$ cat config.mk
export PLATFORM = sky130hd
export DESIGN_NAME = ccta_op_issuer
export DESIGN_NICKNAME = d
export VERILOG_FILES = /design/src/rtl/ccta_op_issuer.sv
export SDC_FILE = /design/constraint.sdc
export NUM_CORES = 1
export LEC_CHECK = 0
export ABC_AREA = 1
export ABC_CLOCK_PERIOD_IN_PS = 2450
export BUFFER_PORTS_ARGS = -buffer_cell sky130_fd_sc_hd__buf_2
export CAP_MARGIN = 25
export CORE_MARGIN = 8
export CORE_UTILIZATION = 57
export DETAILED_ROUTE_END_ITERATION = 16
export PLACE_DENSITY = 0.87
export SLEW_MARGIN = 20
export SYNTH_ARGS = -nofsm -noshare
export SYNTH_HDL_FRONTEND = slang
export SYNTH_SLANG_ARGS = --single-unit
$ cat constraint.sdc
create_clock -name clk -period 2.45 [get_ports clk]
set_input_delay 0.49 -clock clk [delete_from_list [all_inputs] [get_ports clk]]
set_output_delay 0.49 -clock clk [all_outputs]
set_load 0.02 [all_outputs]
$ cat src/rtl/ccta_op_issuer.sv
// Operand issuer for a CCTA datapath: buffers operand triples in a FIFO, presents them one at a
// time, samples the CCTA result after a settle time and returns it over a valid/ready port.
module ccta_op_issuer #(
    parameter int unsigned DEPTH  = 4,
    parameter int unsigned SETTLE = 1
) (
    input  logic       clk,
    input  logic       rst,
    input  logic       in_valid,
    output logic       in_ready,
    input  logic [3:0] in_a,
    input  logic [3:0] in_b,
    input  logic [3:0] in_c,
    input  logic       in_ctrl,
    output logic [3:0] a_o,
    output logic [3:0] b_o,
    output logic [3:0] c_o,
    output logic       ctrl_o,
    input  logic [4:0] q_i,
    output logic       res_valid,
    input  logic       res_ready,
    output logic [4:0] res_q,
    output logic       res_ctrl,
    output logic [7:0] done_cnt
);

    localparam int unsigned AW = (DEPTH > 1) ? $clog2(DEPTH) : 1;
    localparam int unsigned CW = (SETTLE > 1) ? $clog2(SETTLE) : 1;
    localparam logic [AW:0] FullCnt    = (AW + 1)'(DEPTH);
    localparam logic [CW-1:0] SettleInit = CW'(SETTLE - 1);

    localparam logic [1:0] StIdle   = 2'd0;
    localparam logic [1:0] StSettle = 2'd1;
    localparam logic [1:0] StResult = 2'd2;

    logic [12:0]   mem_q [DEPTH];
    logic [AW-1:0] wr_ptr_q, wr_ptr_d, rd_ptr_q, rd_ptr_d;
    logic [AW:0]   count_q, count_d;
    logic [1:0]    state_q, state_d;
    logic [CW-1:0] settle_q, settle_d;
    logic [3:0]    a_q, a_d, b_q, b_d, c_q, c_d;
    logic          ctrl_q, ctrl_d;
    logic          valid_q, valid_d;
    logic [4:0]    result_q, result_d;
    logic          rctrl_q, rctrl_d;
    logic [7:0]    done_q, done_d;
    logic [12:0]   head;
    logic          push, pop, empty;

    assign empty    = (count_q == '0);
    assign in_ready = (count_q != FullCnt);
    assign push     = in_valid & in_ready;
    assign pop      = (state_q == StIdle) & ~empty;
    assign head     = mem_q[rd_ptr_q];

    always_comb begin
        wr_ptr_d = push ? wr_ptr_q + AW'(1) : wr_ptr_q;
        rd_ptr_d = pop ? rd_ptr_q + AW'(1) : rd_ptr_q;
        count_d  = count_q;
        case ({push, pop})
            2'b10:   count_d = count_q + (AW + 1)'(1);
            2'b01:   count_d = count_q - (AW + 1)'(1);
            default: count_d = count_q;
        endcase
    end

    always_comb begin
        state_d  = state_q;
        settle_d = settle_q;
        a_d      = a_q;
        b_d      = b_q;
        c_d      = c_q;
        ctrl_d   = ctrl_q;
        valid_d  = valid_q;
        result_d = result_q;
        rctrl_d  = rctrl_q;
        done_d   = done_q;
        case (state_q)
            StIdle: begin
                if (!empty) begin
                    {a_d, b_d, c_d, ctrl_d} = head;
                    settle_d = SettleInit;
                    state_d  = StSettle;
                end
            end
            StSettle: begin
                // q_i is only trusted on the last settle edge
                if (settle_q == '0) begin
                    result_d = q_i;
                    rctrl_d  = ctrl_q;
                    valid_d  = 1'b1;
                    state_d  = StResult;
                end else begin
                    settle_d = settle_q - CW'(1);
                end
            end
            StResult: begin
                if (res_ready) begin
                    valid_d = 1'b0;
                    done_d  = done_q + 8'd1;
                    state_d = StIdle;
                end
            end
            default: state_d = StIdle;
        endcase
    end

    always_ff @(posedge clk) begin
        if (push) begin
            mem_q[wr_ptr_q] <= {in_a, in_b, in_c, in_ctrl};
        end
    end

    always_ff @(posedge clk) begin
        if (rst) begin
            wr_ptr_q <= '0;
            rd_ptr_q <= '0;
            count_q  <= '0;
            state_q  <= StIdle;
            settle_q <= '0;
            a_q      <= '0;
            b_q      <= '0;
            c_q      <= '0;
            ctrl_q   <= 1'b0;
            valid_q  <= 1'b0;
            result_q <= '0;
            rctrl_q  <= 1'b0;
            done_q   <= '0;
        end else begin
            wr_ptr_q <= wr_ptr_d;
            rd_ptr_q <= rd_ptr_d;
            count_q  <= count_d;
            state_q  <= state_d;
            settle_q <= settle_d;
            a_q      <= a_d;
            b_q      <= b_d;
            c_q      <= c_d;
            ctrl_q   <= ctrl_d;
            valid_q  <= valid_d;
            result_q <= result_d;
            rctrl_q  <= rctrl_d;
            done_q   <= done_d;
        end
    end

    assign a_o       = a_q;
    assign b_o       = b_q;
    assign c_o       = c_q;
    assign ctrl_o    = ctrl_q;
    assign res_valid = valid_q;
    assign res_q     = result_q;
    assign res_ctrl  = rctrl_q;
    assign done_cnt  = done_q;

endmodule

==> flow_summary_export.csv <==
group,metric,value,unit
logic_synthesis,syn-cell-area,0.003836,mm^2
route,routed_wl,7268,um
logic_synthesis,synth_top_area_cell,"edfxtp_1",
clock_network,clk_pin_slew,0.08,ns
place,post-dp-hpwl,4922,um
cells_and_area,final_cell_area,0.004359,mm^2
logic_synthesis,ys_types,21,
timing,tns,0,ns
place,dpl-instance-area,0.004149,mm^2
setup_path,max_stage_delay,0.38,ns
clock_network,cts.path.max_buffers,2,
cells_and_area,final_util,65.61,%
setup_path,cpMostUsedCell,"nand2_1",
timing,tightest_slew,0.5139,ns
place,post-place-ws,0.5310,ns
timing,setup_ws,0.4680,ns
timing,fmax,0.5046,GHz
cells_and_area,drive_gt1_share,15.93,%
setup_path,cp_data_arrival_time,2.28,ns
setup_path,r2r_cells,11,
cells_and_area,layout.nets,520,
setup_path,critPathTopFamily,"simple AND/OR/NAND/NOR gates",
global_routing,met1_usage,17.06,%
route,vias,2788,
min_path,whs_path_depth,1,
timing,fin_worst_skew,0.008200,ns
logic_synthesis,async_reset_ff_share,0,%
floorplanning,die_area,0.009611,mm^2
pwr,p_leak,2.122,nW
setup_path,setup.worst_path.start,"count_q[0]",
pwr,power_density,1048,mW/mm^2
logic_synthesis,netlist_instances,436,
route,wl_per_cell,12.62,um
global_routing,grt_pass1_vias,2840,
clock_network,cts_tree,"yes",
timing,relSlewSlack,65.70,%
timing,setup_viol,0,
logic_synthesis,syn-mean-instance-area,8.799,um^2
clock_network,cts_buffers,9,
floorplanning,die_w,98.04,um
route,drtPass1Iterations,4,
global_routing,grtUsageMet2,29.03,%
route,route.detailed.drc,0,
floorplanning,coreArea,0.006644,mm^2
timing,hold_ws,0.3432,ns
logic_synthesis,synth_top_cell_area_share,40.70,%
flow_run,maxCapViolCount,0,
logic_synthesis,syn-num-nets,465,
setup_path,worst-path-max-fanout,7,
global_routing,antenna_found_initial,0,
setup_path,crit_cells,11,
setup_path,crit_path_cell_trace,"inv_1 > nand3_1 > nand2_1 > ha_1 > inv_1 > fa_1 > nand2_1 > nand3_1 > nand2_1 > nand2_1 > nor2_1",
cells_and_area,most-common-layout-cells,"nand2_1, inv_1, nor2_1, edfxtp_1, buf_2",
setup_path,criticalPathCategory,"flop to flop",
logic_synthesis,synthFlopType,"edfxtp_1",
timing,drv_slew,0,
setup_path,cp-end-kind,"flop",
global_routing,grt.total_usage,16.28,%
setup_path,critPathLaunchType,"flop",
route,antenna_left,0,
clock_network,cts_hold_buffers,0,
timing,fin_crit,1.982,ns
min_path,worstHoldStart,"in_a[3]",
clock_network,cts_setup_buffers,0,
clock_network,cts_resized,0,
min_path,min-delay-path-class,"input pin to flop",
clock_network,clockRootBuffer,"clkbuf_8",
logic_synthesis,seq_area_frac_synth,60.01,%
timing,rsz0062_at_grt,"false",
pwr,vdd_ir_drop_max,0.4937,mV
clock_network,insertion_delay,0.35,ns
route,viasPerCell,4.840,
global_routing,use_met3,4.054,%
logic_synthesis,synth_warnings,0,
global_routing,grt_start_max_net_pins,30,
timing,fin_crit_sh,80.90,%
global_routing,grt_pass1_wl,12520,um
floorplanning,ios,51,
logic_synthesis,ys_seq_elements,89,
cells_and_area,final_common_cell,"nand2_1",
setup_path,crit_buf_inv,2,
cells_and_area,antenna_cells,0,
clock_network,clkSinkCount,89,
floorplanning,fp.dieH,98.04,um
global_routing,grt_overflow,0,
cells_and_area,area_growth_syn_to_layout,13.63,%
place,place.gp.congestion,0.7563,
logic_synthesis,ys_top_cells_by_area,"edfxtp_1, dfxtp_1, nand2_1",
setup_path,slowest_stage,"fa_1",
floorplanning,fp-row-count,30,
place,portBuffers,50,
global_routing,top_usage_layer,"met2",
route,drt-initial-drc-count,155,
floorplanning,start_util,57.74,%
timing,hold_violations,0,
setup_path,critPathRequiredTime,2.75,ns
clock_network,h-tree-depth,3,
logic_synthesis,synth_edf_count,52,
setup_path,worstReg2RegStart,"count_q[0]",
outcome,status,"finished clean",
[area by class of cell]
| type | instances | area, um^2 |
|---|---|---|
| flip-flops and latches | 89 | 2302 |
| fillers | 502 | 2285 |
| well taps | 80 | 100.1 |
| multi-input cells | 246 | 1110 |
| repair buffers | 58 | 310.3 |
| clock inverters | 6 | 82.58 |
| inverters | 87 | 326.6 |
| clock buffers | 10 | 127.6 |
[cells by family after synthesis]
| family | synth area share (%) |
|---|---|
| AOI/OAI and AO/OA | 2.870 |
| xor gates and xnor gates | 0.4567 |
| adders and majority gates | 2.479 |
| buffers and inverters | 11.06 |
| DFF | 60.01 |
| and+or+nand+nor | 23.12 |
[Yosys cell counts (2+ instances only)]
| cell type | number |
|---|---|
| o21ai_0 | 8 |
| nor2_1 | 52 |
| nand3_1 | 39 |
| buf_4 | 6 |
| nor2_2 | 3 |
| edfxtp_1 | 52 |
| a21oi_1 | 14 |
| dfxtp_1 | 37 |
| nand2_1 | 118 |
| inv_1 | 85 |
| buf_6 | 2 |
| buf_2 | 5 |
| xor2_1 | 2 |
| ha_1 | 6 |
[metal layers]
layer / share of wire [%] / wire [um]
met1: 40 / 2921
met2: 51 / 3704
met3: 6.6 / 480
met4: 2.2 / 162
met5: 0 / 0
[where the power goes]
part	leakage [nW]	total, mW	switching (mW)	internal, mW
combinational	1.24	1.57	1.07	0.498
sequential	0.781	1.94	0.102	1.84
clock	0.104	1.06	0.489	0.569
[registers in the layout, summed over array words and instances, names as in the netlist]
register,flops
a_o,4
b_o,4
c_o,4
count_q,3
ctrl_o,1
done_cnt,8
mem_q,52
rd_ptr_q,2
res_ctrl,1
res_q,5
res_valid,1
state_q,2
wr_ptr_q,2
[stage by stage]
step,instances,power (mW)
6_report,576,4.568
5_1_grt,576,4.893
4_1_cts,576,4.601
3_5_place_dp,560,3.545
3_3_place_gp,560,3.466
2_1_floorplan,436,3.195
[worst paths after layout]
check | endpoint | slack (ns)
setup / recovery | count_q[2] | 0.47
hold / removal | mem_q[1][12] | 0.34
setup reg to reg | count_q[2] | 0.47
hold reg to reg | res_valid | 0.49
(Power assumes the default switching activity.)
